## src/rtl/lag_accumulator.sv

```systemverilog
// Per-lag multiply-accumulate stage for the correlator delay path.
// It integrates cur_data*dly_data over n_samples pairs and hands the sum to readout.
module lag_accumulator #(
   parameter int DIM   = 16,
   parameter int ACC_W = 48,
   parameter int CNT_W = 32
) (
   input  logic             clk,
   input  logic             clr_n,
   input  logic             stall,
   input  logic             start,
   input  logic [CNT_W-1:0] n_samples,
   input  logic [DIM-1:0]   cur_data,
   input  logic [DIM-1:0]   dly_data,
   output logic             busy,
   output logic             out_valid,
   input  logic             out_ready,
   output logic [ACC_W-1:0] out_acc,
   output logic [CNT_W-1:0] out_count,
   output logic             out_sat
);

   typedef enum logic [1:0] {IDLE, RUN, DRAIN, DONE} state_t;

   state_t             state, state_nxt;
   logic [CNT_W-1:0]   count, n_lat, count_inc;
   logic [ACC_W-1:0]   acc;
   logic [2*DIM-1:0]   prod_r;
   logic               prod_vld_r;
   logic               sat;
   logic               take_start, consume, last_pair;
   logic [ACC_W:0]     sum;

   assign take_start = (state == IDLE) && start;
   assign consume    = (state == RUN) && !stall;
   assign count_inc  = count + CNT_W'(1);
   assign last_pair  = consume && (count_inc == n_lat);
   assign sum        = {1'b0, acc} + (ACC_W+1)'(prod_r);

   assign busy      = (state == RUN) || (state == DRAIN);
   // Result handshake: out_valid holds in DONE with out_acc/out_count/out_sat
   // stable; a cycle with out_valid & out_ready transfers the result and returns to IDLE.
   assign out_valid = (state == DONE);
   assign out_acc   = acc;
   assign out_count = count;
   assign out_sat   = sat;

   always_ff @(posedge clk or negedge clr_n) begin
      if (!clr_n) begin
         state <= IDLE;
      end else begin
         state <= state_nxt;
      end
   end

   always_comb begin
      state_nxt = state;
      case (state)
         IDLE:    if (start) state_nxt = (n_samples == '0) ? DONE : RUN;
         RUN:     if (last_pair) state_nxt = DRAIN;
         DRAIN:   state_nxt = DONE;
         DONE:    if (out_ready) state_nxt = IDLE;
         default: state_nxt = IDLE;
      endcase
   end

   // Multiply stage runs only on consumed pairs; the accumulate stage follows
   // prod_vld_r alone so the final product lands during DRAIN regardless of stall.
   always_ff @(posedge clk or negedge clr_n) begin
      if (!clr_n) begin
         n_lat      <= '0;
         count      <= '0;
         acc        <= '0;
         prod_r     <= '0;
         prod_vld_r <= 1'b0;
         sat        <= 1'b0;
      end else begin
         prod_vld_r <= consume;
         if (consume) begin
            prod_r <= {{DIM{1'b0}}, cur_data} * {{DIM{1'b0}}, dly_data};
            count  <= count_inc;
         end
         if (take_start) begin
            n_lat <= n_samples;
            count <= '0;
            acc   <= '0;
            sat   <= 1'b0;
         end else if (prod_vld_r && !sat) begin
            if (sum[ACC_W]) begin
               acc <= '1;
               sat <= 1'b1;
            end else begin
               acc <= sum[ACC_W-1:0];
            end
         end
      end
   end

endmodule

```

## config.mk

```make
export PLATFORM = sky130hd
export DESIGN_NAME = lag_accumulator
export DESIGN_NICKNAME = d
export VERILOG_FILES = /design/src/rtl/lag_accumulator.sv
export SDC_FILE = /design/constraint.sdc
export NUM_CORES = 1
export LEC_CHECK = 0
export CORE_MARGIN = 5
export CORE_UTILIZATION = 56
export CTS_BUF_LIST = sky130_fd_sc_hd__clkbuf_16
export CTS_CLUSTER_DIAMETER = 120
export DETAILED_ROUTE_END_ITERATION = 10
export GPL_TIMING_DRIVEN = 0
export PLACE_DENSITY = 0.75
export SYNTH_ARGS = -nofsm -noshare
export SYNTH_HDL_FRONTEND = slang
export SYNTH_SLANG_ARGS = --single-unit
```

## constraint.sdc

```tcl
create_clock -name clk -period 7.3 [get_ports clk]
set_clock_uncertainty 0.15 [all_clocks]
set_input_delay 1.46 -clock clk [delete_from_list [all_inputs] [get_ports clk]]
set_output_delay 1.46 -clock clk [all_outputs]
set_load 0.005 [all_outputs]
```

==> metrics.md, run 1 <==
| Metric | Value |
|---|---|
| Status | finished, final reports clean |
| Register area share after synthesis | 0.212 |
| Pre-antenna DRT Iters | 5 |
| Core ar. | just over 30,000 um2 |
| Seq cells post-synth | 148 |
| Reg area | ~3700 um2 |
| Gate Count Post-Synth | 2,040 |
| Largest area contributor in the netlist | fa_1 |
| Vias/cell | between 5 and 6 |
| Critical path type | input port to flop |
| Number of buffers created by CTS | 17 |
| Iteration-0 DRC Markers | roughly 1,200 |
| Fill cell count | between 2,000 and 3,000 |
| Slew @ Worst Pin | 886 ps |
| I/O pin count | 152 |
| GRT Util Overall | 0.284 |
| Slew HR | 0.404 |
| Critical path arrival | 7270 ps |
| Antenna diode count | 0 |
| FMAX | about 140 MHz |
| CTS tree | done |
| Worst Path Required | 7440 ps |
| Post-Syn Area | ~17,000 um2 |
| Clock latency on the worst-skew pair | between 400 and 500 ps |
| Ys async rst share | 1.00 |
| Routed Antenna Nets | 0 |
| CP Max Fanout | 10 |
| Clock Root Buffer | clkbuf_16 |
| Crit start category | input port |
| Grt ovf | 0 |
| Fin. max-slew vios | 0 |
| Dpl ws | -1600 ps |
| Clk pin slew, worst setup/hold paths | approximately 60 ps |
| Longest Clk Path Bufs | 2 |
| Endpoints failing setup | 0 |
| Distinct cell type count after synthesis | 72 |
| Max-cap viol count | 0 |
| Syn avg cell area | between 8 and 9 um2 |
| Hold Crit Class | flop to flop |
| Top cells by area, synth | fa_1 22%, dfrtp_1 21%, ha_1 10% |
| Fin crit period | ~7100 ps |
| Vias in the first global route | 15,200 |
| Die area | approximately 35,000 um2 |
| Die width | 187 um |
| Syn_nets | roughly 2,400 |
| Multi-input gate area in the final layout | approximately 13,000 um2 |
| Final hold vios | 0 |
| PnR worst setup slack | around 170 ps |
| Pwr Density | ~480 nW/um2 |
| Final routed DRC violation total | 0 |
| Nets@finish | 2,620 |
| Hold Slack | about 350 ps |
| Area grow syn2layout | 16.6% |
| Row count | between 60 and 70 |
| Worst Setup End Kind | flop |
| First-pass GRT wire length | ~80,000 um |
| Die Ht | 187 um |
| Largest net degree at the start of global routing | a little under 90 |
| Share of the synthesized area in the top cell type | 0.223 |
| Routed WL | between 50,000 and 60,000 um |
| Avg WL per Cell | 19.1 um |
| Final Wtd Congestion | 0.979 |
| Initial antenna violation count | 0 |
| Most frequent cells after synthesis | 365 x nand2_1, 258 x inv_1, 195 x fa_1 |
| Clk sinks | around 150 |
| Synth warnings | 0 |
| Initial Util | 0.569 |
| H-tree depth | 4 |
| Leak | about 9.7 nW |
| Total number of vias | ~15,000 |
| Maximum vdd drop | 0.609 mV |
| Post-synth top flop | dfrtp_1 |
| Crit share post-route | 0.977 |
| Post-detail-place hpwl | around 40,000 um |
| Count leader, synth | nand2_1 |
| Input/output buffers | approximately 150 |
| Fraction of layout cells with a size suffix above 1 | 0.0700 |
| EDFF count, synth | 0 |
==> worst paths after layout <==
check                                        from                        end  slack [ps]  cells past startpoint
setup / recovery                     dly_data[10]     prod_r[30]$_DFFE_PN0P_         170                     21
hold / removal             prod_r[18]$_DFFE_PN0P_     prod_r[18]$_DFFE_PN0P_         350                      2
setup reg to reg           out_acc[7]$_DFFE_PN0P_    out_acc[18]$_DFFE_PN0P_        3040                     11
hold reg to reg            prod_r[18]$_DFFE_PN0P_     prod_r[18]$_DFFE_PN0P_         350                      2
max in group asynchronous                   clr_n    out_acc[17]$_DFFE_PN0P_        5300                      2
min in group asynchronous                   clr_n  out_count[23]$_DFFE_PN0P_         850                      1
==> logic make-up after synthesis <==
logic type | after synthesis | synth area share
AND/OR/NAND/NOR | 760 | 0.208
multiplexers | 7 | 0.00415
AO/OA/AOI/OAI | 321 | 0.115
adder cells (fa/ha/maj) | 337 | 0.325
buffers and inverters | 345 | 0.0749
XOR/XNOR | 122 | 0.0611
flip-flops | 148 | 0.212
==> through the flow <==
stage / setup TNS [ps] / utilization / area (um2) / std cells / total power, mW
final: 0 / 0.663 / 20400 / 2623 / 9.76
after CTS: 0 / 0.661 / 20300 / 2620 / 9.12
after global routing: -8.13 / 0.663 / 20400 / 2623 / 10.7
after floorplan: 0 / - / 17500 / 2040 / 6.29
after detailed placement: -19590 / 0.635 / 19500 / 2588 / 8.14
after global placement: -219440 / 0.634 / 19500 / 2587 / 8.04
==> power breakdown <==
part	internal [mW]	leakage (nW)	switching (mW)
clock network	0.428	0.251	0.366
registers	1.08	1.94	0.224
logic	3.30	7.53	4.37
==> state kept, by name, indices dropped and copies added, names as in the netlist <==
| signal | cells |
|---|---|
| out_count | 32 |
| out_acc | 48 |
| state | 2 |
| prod_vld_r | 1 |
| n_lat | 32 |
| out_sat | 1 |
| prod_r | 32 |
==> per-layer routing <==
metal / track usage / routed length, um / vias to the layer above / share of wire
met3: 0.0519 / 3730 / 117 / 0.074
met2: 0.470 / 24000 / 649 / 0.48
met4: 0.0819 / 1510 / 0 / 0.030
met1: 0.385 / 20900 / 7601 / 0.42
li1: - / - / 6998 / -
met5: 0 / 0 / - / 0
==> timing repair <==
item                       4_1_cts  5_1_grt
gates resized for setup        162      109
pin swaps                        0       13
setup endpoints to repair       18       10
hold endpoints to repair         0        0
buffers inserted                 0        3
hold buffers                     0        0
==> area by class of cell <==
cell class,instances,share of cell area
multi-input combinational,1547,0.621
sequential,148,0.182
timing repair buffer,155,0.0702
inverter,259,0.0477
buffer,86,0.0294
tap,396,0.0243
clock buffer,17,0.0209
clock inverter,15,0.00454
==> placed cells by master (no fill, tap or decap), types with 8 or more instances in the layout <==
cell             netlist  routed
o211ai_1              12      12
nor2b_1               10      10
nor4_1                17      17
buf_2                  9      26
and3_1                14      14
ha_1                 142     136
xor2_1                39      39
nand2b_1              10      10
nor2_1                87      87
clkbuf_2               0      10
fa_1                 195     192
or3_1                 15      15
xnor2_1               83      83
a211o_1                8       8
nand4_1               14      14
inv_1                258     258
a211oi_1              14      13
buf_8                  0      11
clkdlybuf4s50_1        0     119
a21oi_1               99      95
a31oi_1               24      21
clkbuf_16              0      17
and2_1               129     129
clkbuf_1              74      43
a21o_1                28      28
o21ai_0               74      70
nor3_1                28      28
dfrtp_1              148     148
nand2_1              365     365
nand3_1               32      32
==> critical path, stage by stage <==
cell             delay, ps
clkdlybuf4s15_2        360
buf_6                  200
nand2_1                 80
fa_1                   540
inv_1                   50
fa_1                   600
fa_1                   440
fa_1                   460
fa_1                   490
inv_1                   50
fa_1                   470
inv_1                   40
ha_1                   330
a21oi_1                140
nor2_1                  80
or4_1                  520
o211a_4                180
a211o_1                280
a31oi_2                200
xor2_1                 180
o21ai_0                100
No activity file was read; power rests on OpenSTA's default activity.
==> inputs of run 2 (changes only) <==
Settings changed: CORE_ASPECT_RATIO from default to 2, CTS_BUF_LIST sky130_fd_sc_hd__clkbuf_16 to default, GPL_TIMING_DRIVEN 0 to default.
==> metrics.md, run 2 (same netlist as run 1, synthesis figures left out) <==
| Metric | Value |
|---|---|
| Crit-path max cell delay | around 510 ps |
| Worst Setup End Kind | flop |
| Routed Antenna Nets | 0 |
| Pre-antenna DRT Iters | 7 |
| Crit share post-route | 0.977 |
| Die Ht | roughly 260 um |
| Grt ovf | 0 |
| Crit start category | input port |
| Post-Layout Cell Count | ~2,700 |
| Critical path type | input port to flop |
| Status | finished, final reports clean |
| GRT Util Overall | 0.301 |
| Placed instance count | ~2,700 |
| Clk pin slew, worst setup/hold paths | roughly 60 ps |
| Crit-path cells | dlygate4sd2_1 > buf_4 > and2_1 > fa_1 > inv_1 > fa_1 > fa_1 > inv_1 > fa_1 > fa_1 > inv_1 > fa_1 > inv_1 > ha_1 > a211o_1 > a211oi_2 > buf_4 > buf_4 > o31ai_1 > a21oi_1 > o21ai_1 > a31o_2 > xnor2_1 > mux2_2 |
| Area grow syn2layout | 21.6% |
| Slowest CP cell | fa_1 |
| Die area | 35,100 um2 |
| Routed WL | 51,100 um |
| CTS tree | done |
| Row count | 91 |
| Vias/cell | roughly 5.7 |
| Critical path arrival | around 7300 ps |
| Clk sinks | 148 |
| Hold Crit Class | flop to flop |
| Final Wtd Congestion | between 0.9 and 1 |
| Leak | around 10 nW |
| Maximum vdd drop | 0.440 mV |
| Cell mode on critical path | fa_1 |
| Die width | around 130 um |
| H-tree depth | 4 |
| Total number of vias | between 15,000 and 20,000 |
| CP Max Fanout | 5 |
| Fraction of layout cells with a size suffix above 1 | 0.112 |
| Number of buffers created by CTS | 17 |
| Worst path bufs/invs | 8 |
| FMAX | about 140 MHz |
| Initial Util | 0.567 |
| Iteration-0 DRC Markers | about 760 |
| Max-cap viol count | 0 |
| Avg WL per Cell | ~19 um |
| Core ar. | just over 30,000 um2 |
| I/O pin count | 152 |
| First-pass GRT wire length | 82,600 um |
| Fill cell count | about 2,500 |
| Fin. max-slew vios | 0 |
| Most frequent cells in the layout | 363 x nand2_1, 253 x inv_1, 187 x fa_1 |
| Most common cell after layout, fill and taps aside | nand2_1 |
| Fin crit period | 7130 ps |
| Hold Buf Count CTS | 0 |
| Slew HR | 0.308 |
| Pwr Total | about 11 mW |
| Largest net degree at the start of global routing | 88 |
| Final hold vios | 0 |
| Pwr Density | 508 nW/um2 |
| Initial antenna violation count | 0 |
| Longest Clk Path Bufs | 2 |
| Clock Root Buffer | clkbuf_16 |
| Vias in the first global route | about 17,000 |
| Endpoints failing setup | 0 |
| Nets@finish | between 2,000 and 3,000 |
| Worst Path Required | approximately 7500 ps |
| Antenna diode count | 0 |
| Final routed DRC violation total | 0 |
| Clock latency on the worst-skew pair | 430 ps |
| Post-detail-place hpwl | about 42,000 um |
| Finished Core Util | 0.689 |
| CP top delay family | adder cells |
| Slew @ Worst Pin | a little over 1000 ps |
| Input/output buffers | 151 |
| Largest register FFs | 48 |
==> run 2: stage by stage <==
step           hold slack (ps)  TNS, ps  setup WS [ps]  instance area [um2]
2_1_floorplan              293        0            131                17500
3_3_place_gp               319    -6550           -644                20300
3_5_place_dp               327    -8510           -790                20300
4_1_cts                    343        0           2.41                21100
5_1_grt                    363    -44.3          -33.6                21300
6_report                   339        0            171                21300
==> run 2: final cells by class <==
cell class / count / area (um2) / area share
well taps: 418 / 523 / 0.0246
flip-flops and latches: 148 / 3700 / 0.174
clock inverters: 12 / 153 / 0.00718
clock buffers: 20 / 447 / 0.0210
inverters: 259 / 972 / 0.0457
repair buffers: 302 / 2790 / 0.131
multi-input cells: 1547 / 12700 / 0.596
==> run 2: per-layer routing <==
| layer | GRT usage | share of wire | vias to the layer above | wire (um) |
|---|---|---|---|---|
| met1 | 0.278 | 0.32 | 7524 | 16200 |
| met5 | 0 | 0 | - | 0 |
| met4 | 0.218 | 0.087 | 0 | 4440 |
| met3 | 0.0292 | 0.034 | 216 | 1720 |
| li1 | - | - | 7113 | - |
| met2 | 0.591 | 0.56 | 511 | 28700 |
==> run 2: worst paths after layout <==
| check | cells after the start | startpoint | endpoint | slack (ps) |
|---|---|---|---|---|
| max in group asynchronous | 2 | clr_n | prod_r[29]$_DFFE_PN0P_ | 4800 |
| max | 24 | dly_data[5] | prod_r[19]$_DFFE_PN0P_ | 170 |
| max reg2reg | 11 | out_acc[7]$_DFFE_PN0P_ | out_acc[11]$_DFFE_PN0P_ | 3040 |
| min reg2reg | 2 | prod_r[5]$_DFFE_PN0P_ | prod_r[5]$_DFFE_PN0P_ | 340 |
| min in group asynchronous | 1 | clr_n | n_lat[13]$_DFFE_PN0P_ | 900 |
| min | 2 | prod_r[5]$_DFFE_PN0P_ | prod_r[5]$_DFFE_PN0P_ | 340 |
==> run 2: worst register-to-register path, delay by kind of cell (launching register included) <==
kind                     cells  cell delay [ps]
buffers and inverters        1              450
AO/OA/AOI/OAI                5             1490
AND/OR/NAND/NOR              4             1210
flip-flops                   1              410
adder cells (fa/ha/maj)      1              400
==> run 2: repair_timing <==
action                                  in CTS  in global routing
endpoints found under the setup margin      11                 10
cloned                                       3                  1
gates resized for setup                     56                 46
pin swaps                                   24                 21
setup buffers                               15                  3
==> run 2: report_power, final <==
group	switching, mW	internal, mW	leakage (nW)	total [mW]
logic	4.43	4.18	8.06	8.61
clock network	0.352	0.547	0.295	0.898
registers	0.231	1.08	1.94	1.31
total	5.01	5.81	10.3	10.8
==> inputs of run 3 (changes only) <==
Settings changed: CORE_UTILIZATION 56 to 40, PLACE_DENSITY 0.75 to 0.56.
==> metrics.md, run 3 (same netlist as run 1, synthesis figures left out) <==
| Metric | Value |
|---|---|
| Status | finished, final reports clean |
| Max-cap viol count | 0 |
| Nets@finish | about 2,700 |
| Maximum vdd drop | between 0.4 and 0.5 mV |
| Final Wtd Congestion | ~0.96 |
| Slowest CP cell | fa_1 |
| Final hold vios | 0 |
| Clk sinks | ~150 |
| Initial Util | 0.403 |
| Crit-path max cell delay | 560 ps |
| Avg WL per Cell | 18.6 um |
| CTS tree | done |
| Crit start category | input port |
| Critical path arrival | slightly above 7000 ps |
| Number of buffers created by CTS | 17 |
| Most common cell after layout, fill and taps aside | nand2_1 |
| GRT Util Overall | 0.220 |
| Die area | 48,300 um2 |
| Most frequent cells in the layout | 365 x nand2_1, 252 x inv_1, 186 x fa_1 |
| Slew @ Worst Pin | 1060 ps |
| Iteration-0 DRC Markers | about 560 |
| Routed WL | 53,500 um |
| Fin. max-slew vios | 0 |
| Die Ht | approximately 310 um |
| Input/output buffers | roughly 150 |
| Leak | between 10 and 15 nW |
| H-tree depth | 4 |
| First-pass GRT wire length | around 84,000 um |
| Largest net degree at the start of global routing | 99 |
| Final routed DRC violation total | 0 |
| Slew HR | 0.293 |
| Die width | 158 um |
| Longest Clk Path Bufs | 2 |
| Grt ovf | 0 |
| Clk pin slew, worst setup/hold paths | around 60 ps |
| Finished Core Util | 0.504 |
| Cell mode on critical path | fa_1 |
| Pwr Total | approximately 11 mW |
| Initial antenna violation count | 0 |
| CP top delay family | adder cells |
| Pre-antenna DRT Iters | 6 |
| CP Max Fanout | 4 |
| Vias in the first global route | ~16,000 |
| Pwr Density | between 500 and 600 nW/um2 |
| Critical path type | input port to flop |
| Routed Antenna Nets | 0 |
| Row count | 108 |
| Antenna diode count | 0 |
| Clock latency on the worst-skew pair | approximately 440 ps |
| Hold Crit Class | flop to flop |
| Endpoints failing setup | 0 |
| Clock Root Buffer | clkbuf_16 |
| Total number of vias | between 15,000 and 20,000 |
| Crit share post-route | 0.974 |
| Core ar. | approximately 43,000 um2 |
| Fin crit period | about 7100 ps |
| I/O pin count | approximately 150 |
| Vias/cell | ~5.3 |
| Area grow syn2layout | 25.0% |
| Worst path bufs/invs | 8 |
| Post-detail-place hpwl | roughly 43,000 um |
| Worst Path Required | about 7500 ps |
| FMAX | approximately 140 MHz |
| Worst Setup End Kind | flop |
| Fraction of layout cells with a size suffix above 1 | 0.126 |
| Largest register FFs | 48 |
[run 3: cell count changes in the layout (fill, tap and decap cells not counted), sizes merged, moves of 2 or more]
cell	before	now
buf	151	184
dlymetal6s2s	4	18
dlygate4sd2	18	7
clkbuf	24	28
clkdlybuf4s50	122	119
clkinv	7	4
clkdlybuf4s15	2	0
inv	260	258
[run 3: worst paths after layout]
path	from	slack (ps)	cells after the start	endpoint
min in group asynchronous	clr_n	900	1	out_count[5]$_DFFE_PN0P_
max reg2reg	out_count[0]$_DFFE_PN0P_	2790	10	state[1]$_DFFE_PN0P_
min	prod_r[23]$_DFFE_PN0P_	330	2	prod_r[23]$_DFFE_PN0P_
min reg2reg	prod_r[23]$_DFFE_PN0P_	330	2	prod_r[23]$_DFFE_PN0P_
max	cur_data[10]	190	25	prod_r[29]$_DFFE_PN0P_
max in group asynchronous	clr_n	4860	2	prod_r[27]$_DFFE_PN0P_
[run 3: worst min-delay path, stage by stage, from the launching register on]
cell and delay [ps]:
dfrtp_1 340, nand2_1 50, o21ai_0 60
[run 3: cell type report]
type	instances	area (um2)
Fill cell	4183	21500
Multi-Input combinational cell	1547	12700
Sequential cell	148	3700
Timing Repair Buffer	333	3130
Inverter	259	972
Tap cell	550	688
Clock buffer	23	498
Clock inverter	8	146
[run 3: through the flow]
stage / instance area (um2) / hold slack (ps) / setup slack [ps] / TNS, ps / cells
final: 21900 / 333 / 191 / 0 / 2868
after global routing: 21900 / 356 / -27.1 / -44.6 / 2868
after CTS: 21400 / 338 / 0.848 / 0 / 2841
after detailed placement: 20600 / 323 / -871 / -8690 / 2809
after global placement: 20600 / 318 / -786 / -7790 / 2809
after floorplan: 17500 / 293 / 131 / 0 / 2040
[run 3: per-layer routing]
layer / vias up / part of all wire / GRT usage
li1: 7171 / - / -
met1: 7474 / 0.34 / 0.217
met2: 348 / 0.58 / 0.441
met3: 130 / 0.028 / 0.0188
met4: 0 / 0.055 / 0.103
met5: - / 0 / 0
[run 3: timing repair]
action,4_1_cts,5_1_grt
buffers inserted,1,24
endpoints found under the setup margin,9,9
endpoints found under the hold margin,0,0
gates resized for setup,40,83
hold buffers,0,0
cloned,0,3
pin swaps,7,32
[run 3: where the power goes]
part,total (mW),leakage (nW),internal [mW],switching (mW)
combinational,8.93,8.35,4.46,4.47
sequential,1.29,1.94,1.08,0.216
clock,0.964,0.315,0.615,0.349
